`src/rtl/sobel_result_writer.sv`:
```
// Sobel result sink: clears the frame buffer, writes interior pixels in raster order
// as they arrive on the bus, and exposes a read-first synchronous read port.
module sobel_result_writer #(
    parameter int IMG_W  = 8,
    parameter int IMG_H  = 8,
    parameter int DATA_W = 8,
    parameter int ADDR_W = 6
) (
    input  logic              clk,
    input  logic              rst,
    input  logic [DATA_W-1:0] bus_out,
    input  logic              bus_valid,
    output logic              bus_ready,
    input  logic              frame_start,
    input  logic              rd_en,
    input  logic [ADDR_W-1:0] rd_addr,
    output logic [DATA_W-1:0] rd_data,
    output logic              frame_done,
    output logic [ADDR_W-1:0] pix_count
);

    localparam int                NPIX     = IMG_W * IMG_H;
    localparam logic [ADDR_W:0]   NPIX_A   = (ADDR_W+1)'(NPIX);
    localparam logic [ADDR_W-1:0] LAST_PTR = ADDR_W'(NPIX - 1);
    localparam logic [ADDR_W-1:0] COL_LAST = ADDR_W'(IMG_W - 2);
    localparam logic [ADDR_W-1:0] ROW_LAST = ADDR_W'(IMG_H - 2);
    localparam logic [ADDR_W-1:0] W_A      = ADDR_W'(IMG_W);
    localparam logic [ADDR_W-1:0] ONE      = ADDR_W'(1);

    typedef enum logic [1:0] {
        CLEAR  = 2'd0,
        ACCEPT = 2'd1,
        DONE   = 2'd2
    } state_t;

    state_t            state;
    logic [ADDR_W-1:0] clear_ptr;
    logic [ADDR_W-1:0] row;
    logic [ADDR_W-1:0] col;
    logic [DATA_W-1:0] mem [NPIX];

    logic              beat;
    logic              wr_en;
    logic [ADDR_W-1:0] wr_addr;
    logic [ADDR_W-1:0] pix_addr;
    logic [DATA_W-1:0] wr_data;

    assign beat     = bus_valid & bus_ready;
    assign pix_addr = row * W_A + col;

    // Writes are suppressed in reset and on a restart cycle so a colliding beat is dropped.
    always_comb begin
        wr_en   = 1'b0;
        wr_addr = clear_ptr;
        wr_data = '0;
        if (rst && !frame_start) begin
            if (state == CLEAR) begin
                wr_en = 1'b1;
            end else if (state == ACCEPT && beat) begin
                wr_en   = 1'b1;
                wr_addr = pix_addr;
                wr_data = bus_out;
            end
        end
    end

    always_ff @(posedge clk) begin
        if (wr_en) mem[wr_addr] <= wr_data;
    end

    // Read-first: the nonblocking write above lands after this sample.
    always_ff @(posedge clk) begin
        if (!rst) begin
            rd_data <= '0;
        end else if (rd_en) begin
            rd_data <= ({1'b0, rd_addr} < NPIX_A) ? mem[rd_addr] : '0;
        end
    end

    always_ff @(posedge clk) begin
        if (!rst || frame_start) begin
            state      <= CLEAR;
            clear_ptr  <= '0;
            row        <= ONE;
            col        <= ONE;
            bus_ready  <= 1'b0;
            frame_done <= 1'b0;
            pix_count  <= '0;
        end else begin
            case (state)
                CLEAR: begin
                    if (clear_ptr == LAST_PTR) begin
                        state     <= ACCEPT;
                        bus_ready <= 1'b1;
                    end else begin
                        clear_ptr <= clear_ptr + ONE;
                    end
                end
                ACCEPT: begin
                    if (beat) begin
                        pix_count <= pix_count + ONE;
                        if (col == COL_LAST) begin
                            col <= ONE;
                            row <= row + ONE;
                        end else begin
                            col <= col + ONE;
                        end
                        if (row == ROW_LAST && col == COL_LAST) begin
                            state      <= DONE;
                            bus_ready  <= 1'b0;
                            frame_done <= 1'b1;
                        end
                    end
                end
                DONE: begin
                end
                default: begin
                    state     <= CLEAR;
                    clear_ptr <= '0;
                    bus_ready <= 1'b0;
                end
            endcase
        end
    end

endmodule

```
`config.mk`:
```
export PLATFORM = sky130hd
export DESIGN_NAME = sobel_result_writer
export DESIGN_NICKNAME = d
export VERILOG_FILES = /design/src/rtl/sobel_result_writer.sv
export SDC_FILE = /design/constraint.sdc
export NUM_CORES = 1
export LEC_CHECK = 0
export ABC_AREA = 0
export CAP_MARGIN = 25
export CORE_ASPECT_RATIO = 1.25
export CORE_MARGIN = 3
export CORE_UTILIZATION = 54
export DETAILED_ROUTE_END_ITERATION = 8
export PLACE_DENSITY = 0.76
export SYNTH_ARGS = -nofsm -noshare
export SYNTH_HDL_FRONTEND = slang
export SYNTH_SLANG_ARGS = --single-unit
```
`constraint.sdc`:
```
create_clock -name clk -period 3.6 [get_ports clk]
set_input_delay 0.72 -clock clk [delete_from_list [all_inputs] [get_ports clk]]
set_output_delay 0.72 -clock clk [all_outputs]
set_load 0.05 [all_outputs]
```
==> out/summary.txt, run 1 <==
Rows -> 81
Simple-gate share of the synthesized area -> 0.0575
Crit. Startpoint -> state[0]
Top-area cell type share of the netlist area -> 0.702
Clk pin slew, worst setup/hold paths -> 0.06 ns
Post-CTS Hold Buffers -> 0
Total GRT Usage -> 0.224
# setup viols final -> 0
HP Start -> frame_done
Vias in the first global route -> 11800
# resized after CTS -> 0
Synth Area in Adders -> 0.00720
Unrepaired setup endpoints after global routing -> no
Minimum clock period -> 3.29 ns
Leakage -> 7.33 nW
WHS Path Cells -> 2
Post-CTS setup buffer count -> 0
Syn Nets -> 1253
Share of cells above drive strength 1 -> 0.209
Mapped Cells -> 1222
Reg2Reg Depth -> 6
Die area -> 0.0430 mm²
Count leader, synth -> edfxtp_1
Pwr Density -> 487 mW/mm²
CTS Sinks -> 547
Placed cell area -> 0.0235 mm²
First-pass GRT wire length -> 72.3 mm
Synthesized area -> 0.0219 mm²
Initial core utilization -> 0.553
Layout area overhead -> 14.1%
Area leader, netlist -> edfxtp_1
Largest net degree at the start of global routing -> 65
CTS max path bufs -> 3
Synth Area in XOR/XNOR -> 0.00800
FF-to-FF End -> mem[9][2]
Finished Cell Area -> 0.0250 mm²
WHS Endpoint -> frame_done
Max-slew violations -> 0
Worst-margin pin slew -> 1.09 ns
DR WL/cell -> 24.7 µm
Synth cell types -> 53
Clock Skew -> 0.0235 ns
Die H -> 231 µm
GPL Wtd Cong -> 0.861
Nets -> 1386
WP data arrival -> 3.50 ns
EDFF count, synth -> 512
Clock Tree Root -> clkbuf_16
CTS Buf Count -> 49
Via density -> 6.08
Chip width -> 186 µm
R2r setup slk -> 0.31 ns
Synth Area in Compound Gates -> 0.0563
RR Startpoint -> state[0]
Io pins -> 35
Mux contribution to synthesized area -> 0.118
MaxCap Viol Count -> 0
GR Overflow Total -> 0
Worst skew pair latency -> 0.57 ns
Post-DRT Antenna Nets -> 0
Final period util -> 0.914
Final hold viol count -> 0
Post-synthesis sequential area ratio -> 0.734
PortBufs -> 34
Slew headroom -> 0.273
Fmax -> 304 MHz
Crit start category -> flip-flop
Syn_area_per_cell -> 17.9 µm²
Post-route DRC -> 0
Commonest cells in the netlist -> 512 x edfxtp_1, 95 x nor2_1, 69 x mux2i_1
Routed Wire Length -> 47.6 mm
Setup crit end kind -> flip-flop
Status -> complete, no violations
Largest family of logic cells by synthesized area -> multiplexers
Synthesized flop and latch total -> 547
Iter 0 DRT Violations -> 1134
Largest cells by area after synthesis -> edfxtp_1 70%, mux4_2 5.8%, dfxtp_1 3.2%, mux2i_1 3.2%, a22o_1 2.0%
Initial antenna violation count -> 1
DP HPWL -> 30.3 mm
CTS tree -> built
IR drop worst, VDD -> 368 µV
Worst Hold Class -> reg -> reg
Ys async rst share -> 0
Via count -> 11700
Ys flop type -> edfxtp_1
Crit path kind -> reg -> reg
Syn. warnings -> 0
Crit-path max FO -> 12
# H-tree levels -> 2
Hold slack -> 0.487 ns
Worst EP required -> 3.81 ns
CORE AREA -> 0.0396 mm²
1st-pass router iterations -> 5
==> registers in the layout, summed over array words and instances, names as in the netlist <==
name and cells:
clear_ptr 6, col 6, frame_done 1, mem 512
pix_count 6, rd_data 8, row 6, state 2
==> worst max-delay path, stage by stage, from the launching register on <==
cell and delay [ns]:
dfxtp_1 0.48, inv_1 0.10, ha_1 0.37, nor3_4 0.50, mux2i_1 0.51, nand2_1 0.35
nor2_1 0.60
==> per-layer routing <==
metal	share of wire	track usage	vias up	routed length (µm)
met1	0.40	0.310	5952	19000
met2	0.50	0.375	482	24000
met3	0.067	0.0301	89	3190
li1	-	-	5175	-
met4	0.030	0.0689	0	1420
met5	0	0	-	0
==> final cells by class <==
class | instances | area (µm²)
timing repair buffer | 145 | 1310
sequential | 547 | 16100
clock inverter | 21 | 185
inverter | 10 | 37.5
fill | 2678 | 14600
tap | 539 | 674
antenna | 1 | 2.50
multi-input combinational | 602 | 5430
clock buffer | 60 | 1270
==> power breakdown <==
group,leakage (nW),internal (mW),total (mW),switching (mW)
logic,2.38,0.182,0.442,0.260
registers,4.24,6.86,6.87,0.0158
clock network,0.709,2.70,4.85,2.15
total,7.33,9.74,12.2,2.43
==> stage by stage <==
| stage | util | instances | total power [mW] | worst slack [ns] | setup TNS [ns] |
|---|---|---|---|---|---|
| final | 0.630 | 1925 | 12.2 | 0.310 | 0 |
| after global routing | 0.630 | 1925 | 12.5 | 0.0797 | 0 |
| after global placement | 0.594 | 1843 | 7.44 | 0.0274 | 0 |
| after detailed placement | 0.594 | 1843 | 7.45 | -0.0664 | -0.949 |
| after CTS | 0.630 | 1924 | 12.2 | 0.294 | 0 |
| after floorplan | - | 1222 | 7.30 | 0.455 | 0 |
==> placed cells by master (no fill, tap or decap), types with 7 or more instances in the layout <==
master,count
o22ai_1,16
buf_12,11
mux2i_1,69
xor2_1,13
mux2_2,38
clkbuf_1,11
a2111oi_0,30
a211oi_1,33
nand2b_1,10
a22o_1,49
ha_1,11
inv_1,10
mux4_2,56
nand3_1,7
clkinv_2,8
dfxtp_1,35
buf_4,101
nor2b_1,38
mux4_1,8
xnor2_1,7
nor4_1,14
and2_2,8
clkbuf_16,49
o221ai_1,8
edfxtp_1,512
clkdlybuf4s50_1,32
nand3b_1,9
nand2_1,35
nor2_1,94
a21oi_1,8
==> cells by family after synthesis <==
| logic type | Yosys count |
|---|---|
| flip-flops | 547 |
| AND/OR/NAND/NOR | 245 |
| multiplexers | 171 |
| AO/OA/AOI/OAI | 154 |
| buffers and inverters | 73 |
| XOR/XNOR | 20 |
| adder cells (fa/ha/maj) | 12 |
==> how the worst max path moves through the flow <==
| stage | to | slack [ns] |
|---|---|---|
| floorplan | mem[0][0] | 0.46 |
| global placement | mem[9][0] | 0.03 |
| detailed placement | mem[9][4] | -0.07 |
| CTS | mem[9][2] | 0.29 |
| global route | mem[9][2] | 0.08 |
| finish | mem[9][2] | 0.31 |
(Power assumes the default switching activity.)
==> inputs of run 2 (changes only) <==
--- a/config.mk
+++ b/config.mk
@@ -7,5 +7,5 @@
 export LEC_CHECK = 0
 export ABC_AREA = 0
-export CAP_MARGIN = 25
+export CAP_MARGIN = 20
 export CORE_ASPECT_RATIO = 1.25
 export CORE_MARGIN = 3
==> constraint.sdc (replaced) <==
create_clock -name clk -period 3.6 [get_ports clk]
set_input_delay 0.36 -clock clk [delete_from_list [all_inputs] [get_ports clk]]
set_output_delay 0.36 -clock clk [all_outputs]
set_load 0.05 [all_outputs]
==> out/summary.txt, run 2 (synthesized netlist as in run 1, its figures left out) <==
Final Core Density -> 0.628 (-0.00294)
Layout area overhead -> 13.5%
Status -> complete, no violations
Most frequent cells in the layout -> 512 x edfxtp_1, 94 x nor2_1, 81 x buf_4
DP HPWL -> 29.8 mm (-1.8%)
Via density -> 6.11 (+0.61%)
Register area -> 0.0161 mm² (unchanged)
Commonest non-fill, non-tap cell in the layout -> edfxtp_1
Pwr Density -> 502 mW/mm² (+3.1%)
Final hold viol count -> 0 (unchanged)
Final worst slack -> 0.289 ns (-0.0208 ns)
Largest reg by FF count -> mem
Initial core utilization -> 0.553 (unchanged)
Multi-input gate area -> 0.00543 mm² (unchanged)
Die area -> 0.0430 mm² (unchanged)
Max-slew violations -> 0 (unchanged)
Crit-path cells -> inv_1, ha_1, nor3_4, buf_4, mux2i_1, nand2_1, nor2_1
Hold slack -> 0.454 ns (-0.0330 ns)
Total GRT Usage -> 0.222 (-0.00179)
Post-route DRC -> 0 (unchanged)
Leakage -> 7.28 nW (-0.74%)
Dpl cells -> 1817 (-1.4%)
Clock Tree Root -> clkbuf_16
Nets -> 1360 (-1.9%)
Worst Hold Class -> in -> reg
MaxCap Viol Count -> 0 (unchanged)
CORE AREA -> 0.0396 mm² (unchanged)
Worst EP required -> 3.80 ns (about the same)
GR Overflow Total -> 0 (unchanged)
Io pins -> 35 (unchanged)
Chip width -> 186 µm (unchanged)
# resized after CTS -> 0 (unchanged)
Share of cells above drive strength 1 -> 0.200 (-0.00852)
Via count -> 11700 (-0.23%)
Pwr Total -> 12.5 mW (+2.7%)
Crit-path max FO -> 12 (unchanged)
Vias in the first global route -> 11700 (-0.63%)
Fmax -> 302 MHz (-0.63%)
# H-tree levels -> 2 (unchanged)
Die H -> 231 µm (unchanged)
Post-DRT Antenna Nets -> 0 (unchanged)
RR Startpoint -> state[0]
CTS max path bufs -> 3 (unchanged)
Unrepaired setup endpoints after global routing -> no
Routed Wire Length -> 47.1 mm (-1.0%)
Highest cell delay on the worst timing path -> 0.70 ns (+0.10 ns)
Pre-CTS worst setup slack -> 0.219 ns (+0.285 ns)
Rows -> 81 (unchanged)
CTS Sinks -> 547 (unchanged)
Filler cell count -> 2676 (-0.075%)
Crit start category -> flip-flop
Setup crit end kind -> flip-flop
Finished Cell Area -> 0.0249 mm² (-0.47%)
Slew headroom -> 0.217 (-0.0553)
Crit. Startpoint -> state[0]
Max reg flops -> 512 (unchanged)
Crit path max-delay family -> simple AND/OR/NAND/NOR gates
Clk pin slew, worst setup/hold paths -> 0.06 ns (about the same)
CTS tree -> built
IR drop worst, VDD -> 335 µV (-8.8%)
Cell Count, Final, Fillers Out -> 1909 (-0.83%)
CTS Buf Count -> 49 (unchanged)
R2r setup slk -> 0.29 ns (-0.02 ns)
Initial antenna violation count -> 1 (unchanged)
Worst-margin pin slew -> 1.14 ns (+0.0573 ns)
# setup viols final -> 0 (unchanged)
Largest registers -> mem (512), rd_data (8)
Minimum clock period -> 3.31 ns (+0.0208 ns)
Critical Path Slowest Stage Cell -> nor2_1
Largest net degree at the start of global routing -> 65 (unchanged)
TNS Setup -> 0 ns (unchanged)
HP Start -> frame_start
Worst skew pair latency -> 0.58 ns (about the same)
Placed cell area -> 0.0233 mm² (-1.1%)
DR WL/cell -> 24.7 µm (-0.20%)
Crit path kind -> reg -> reg
Post-CTS setup buffer count -> 0 (unchanged)
Worst path bufs/invs -> 2 (+1)
Post-CTS Hold Buffers -> 0 (unchanged)
GPL Wtd Cong -> 0.852 (-1.1%)
WP data arrival -> 3.51 ns (about the same)
Final period util -> 0.920 (+0.00579)
Clock Skew -> 0.0236 ns (+0.000109 ns)
First-pass GRT wire length -> 71.5 mm (-1.2%)
PortBufs -> 34 (unchanged)
1st-pass router iterations -> 6 (+1)
Iter 0 DRT Violations -> 1328 (+17%)
run 2: cell types whose count changed in the layout (fill, tap and decap cells not counted), sizes merged:
| cell | before | now |
|---|---|---|
| clkinvlp | 2 | 0 |
| bufinv | 3 | 4 |
| clkbuf | 61 | 72 |
| buf | 112 | 86 |
run 2: metal layers:
metal  up-vias  part of all wire  global-route usage
met2       528              0.49               0.358
met5         -                 0                   0
met3       100             0.071              0.0268
met4         0             0.038              0.0866
li1       5134                 -                   -
met1      5909              0.40               0.314
run 2: worst paths after layout:
check | to | cells after the start
min | row[0] | 3
min reg2reg | frame_done | 2
max | mem[45][5] | 7
max reg2reg | mem[45][5] | 7
run 2: tightest hold or removal path, delay by kind of cell:
kind	cells	cell delay, ns
buffers and inverters	1	0.48
and+or+nand+nor	2	0.15
run 2: power breakdown:
| part | leakage, nW | switching [mW] | internal [mW] |
|---|---|---|---|
| combinational | 2.24 | 0.259 | 0.175 |
| clock | 0.797 | 2.20 | 2.99 |
| sequential | 4.24 | 0.0151 | 6.86 |
| total | 7.28 | 2.47 | 10.0 |
run 2: area by class of cell:
type                    instances  area share
flip-flops and latches        547       0.646
multi-input cells             602       0.218
clock inverters                20     0.00835
well taps                     539      0.0271
repair buffers                119      0.0419
inverters                      10     0.00151
diodes                          1    0.000101
clock buffers                  71      0.0563
==> inputs of run 3 (changes only) <==
Settings changed: CAP_MARGIN 20 to 40, CTS_BUF_LIST from default to sky130_fd_sc_hd__clkbuf_8.
==> out/summary.txt, run 3 (synthesized netlist as in run 1, its figures left out) <==
Post-DRT Antenna Nets -> 0 (unchanged)
Commonest non-fill, non-tap cell in the layout -> edfxtp_1
Minimum clock period -> 3.31 ns (-0.00532 ns)
Share of cells above drive strength 1 -> 0.214 (+0.0135)
# setup viols final -> 0 (unchanged)
Initial antenna violation count -> 1 (unchanged)
Worst Hold Class -> in -> reg
TNS Setup -> 0 ns (unchanged)
WP data arrival -> 3.58 ns (+0.07 ns)
1st-pass router iterations -> 6 (unchanged)
Crit-path max FO -> 12 (unchanged)
Initial core utilization -> 0.553 (unchanged)
Max reg flops -> 512 (unchanged)
Die H -> 231 µm (unchanged)
Highest cell delay on the worst timing path -> 0.63 ns (-0.07 ns)
Switching share of total power -> 0.216 (+0.0185)
Comb power frac -> 0.036 (about the same)
Setup crit end kind -> flip-flop
Io pins -> 35 (unchanged)
GR Overflow Total -> 0 (unchanged)
Critical Path Slowest Stage Cell -> nor2_1
CORE AREA -> 0.0396 mm² (unchanged)
Most frequent cells in the layout -> 512 x edfxtp_1, 94 x nor2_1, 83 x clkbuf_8
Worst skew pair latency -> 0.65 ns (+0.07 ns)
Clk pin slew, worst setup/hold paths -> 0.06 ns (about the same)
Worst-margin pin slew -> 1.06 ns (-0.0840 ns)
Post-route DRC -> 0 (unchanged)
Vias in the first global route -> 12000 (+2.4%)
Chip width -> 186 µm (unchanged)
CTS tree -> built
Largest net degree at the start of global routing -> 65 (unchanged)
Total GRT Usage -> 0.226 (+0.00352)
Via count -> 11900 (+1.7%)
Placed cell area -> 0.0233 mm² (about the same)
Iter 0 DRT Violations -> 1348 (+1.5%)
Final hold viol count -> 0 (unchanged)
Fmax -> 302 MHz (+0.16%)
Crit. Startpoint -> state[0]
Flop pwr share -> 0.568 (+0.018)
Post-CTS Hold Buffers -> 0 (unchanged)
Filler cell count -> 2706 (+1.1%)
PortBufs -> 34 (unchanged)
Switching pwr -> 2.62 mW (+5.9%)
Crit path kind -> reg -> reg
CTS Sinks -> 547 (unchanged)
Largest reg by FF count -> mem
Final period util -> 0.918 (-0.00148)
Int Pwr -> 9.48 mW (-5.3%)
Routed Wire Length -> 47.7 mm (+1.3%)
Nets -> 1396 (+2.6%)
Finished Cell Area -> 0.0248 mm² (-0.13%)
Max-slew violations -> 0 (unchanged)
Clock Tree Root -> clkbuf_8
DR WL/cell -> 24.2 µm (-1.9%)
Worst EP required -> 3.87 ns (+0.07 ns)
MaxCap Viol Count -> 0 (unchanged)
Clock group share of total power -> 0.396 (-0.019)
IR drop worst, VDD -> 361 µV (+7.5%)
# resized after CTS -> 0 (unchanged)
Crit-path cells -> inv_1, ha_1, nor3_4, buf_4, mux2i_1, nand2_1, nor2_1
Status -> complete, no violations
Unrepaired setup endpoints after global routing -> no
R2r setup slk -> 0.29 ns (about the same)
Clock Skew -> 0.0325 ns (+0.00890 ns)
# H-tree levels -> 3 (+1)
Slew headroom -> 0.275 (+0.0575)
CTS Buf Count -> 81 (+65%)
First-pass GRT wire length -> 72.2 mm (+0.99%)
DP HPWL -> 29.8 mm (+0.25%)
Largest registers -> mem (512), rd_data (8)
CTS max path bufs -> 3 (unchanged)
GPL Wtd Cong -> 0.852 (unchanged)
Rows -> 81 (unchanged)
Die area -> 0.0430 mm² (unchanged)
Post-CTS setup buffer count -> 0 (unchanged)
Leakage -> 7.39 nW (+1.5%)
RR Startpoint -> state[0]
Via density -> 6.02 (-1.6%)
HP Start -> frame_start
Pwr Density -> 487 mW/mm² (-3.0%)
Crit start category -> flip-flop
Layout area overhead -> 13.4%
run 3: cell type report:
type	count	area (µm²)	area share
Tap cell	539	674	0.0272
Clock buffer	82	1130	0.0454
Inverter	10	37.5	0.00151
Sequential cell	547	16100	0.647
Clock inverter	68	423	0.0170
Antenna cell	1	2.50	0.000101
Timing Repair Buffer	123	1060	0.0429
Multi-Input combinational cell	602	5430	0.219
run 3: per-layer routing:
metal	GRT usage	vias up	wire length [µm]
met5	0	-	0
met4	0.0871	0	1650
met3	0.0386	121	3490
met2	0.363	548	23400
met1	0.312	5973	19200
li1	-	5224	-
run 3: power by group through the flow:
stage	clock, mW	sequential (mW)	combinational [mW]
after floorplan	0	7.03	0.266
after global placement	0	7.01	0.425
after detailed placement	0	7.01	0.433
after CTS	4.88	6.87	0.434
after global routing	5.18	6.87	0.457
final	4.79	6.88	0.435
run 3: critical path: cells and delay by family (launching register included):
family / cells / cell delay, ns
buf+inv: 2 / 0.34
mux: 1 / 0.41
simple gates: 3 / 1.31
fa+ha+maj: 1 / 0.38
flops: 1 / 0.48
run 3: final timing paths:
path	end	cells after the start
setup / recovery	mem[24][7]	7
hold reg to reg	frame_done	2
hold / removal	row[0]	3
setup reg to reg	mem[24][7]	7
run 3: through the flow:
| stage | total power [mW] | setup slack, ns | hold WS [ns] | util | std cells |
|---|---|---|---|---|---|
| after floorplan | 7.30 | 0.455 | 0.471 | - | 1222 |
| after global placement | 7.43 | 0.294 | 0.476 | 0.587 | 1817 |
| after detailed placement | 7.44 | 0.236 | 0.493 | 0.587 | 1821 |
| after CTS | 12.2 | 0.282 | 0.339 | 0.627 | 1971 |
| after global routing | 12.5 | 0.0279 | 0.381 | 0.627 | 1972 |
| final | 12.1 | 0.294 | 0.386 | 0.627 | 1972 |
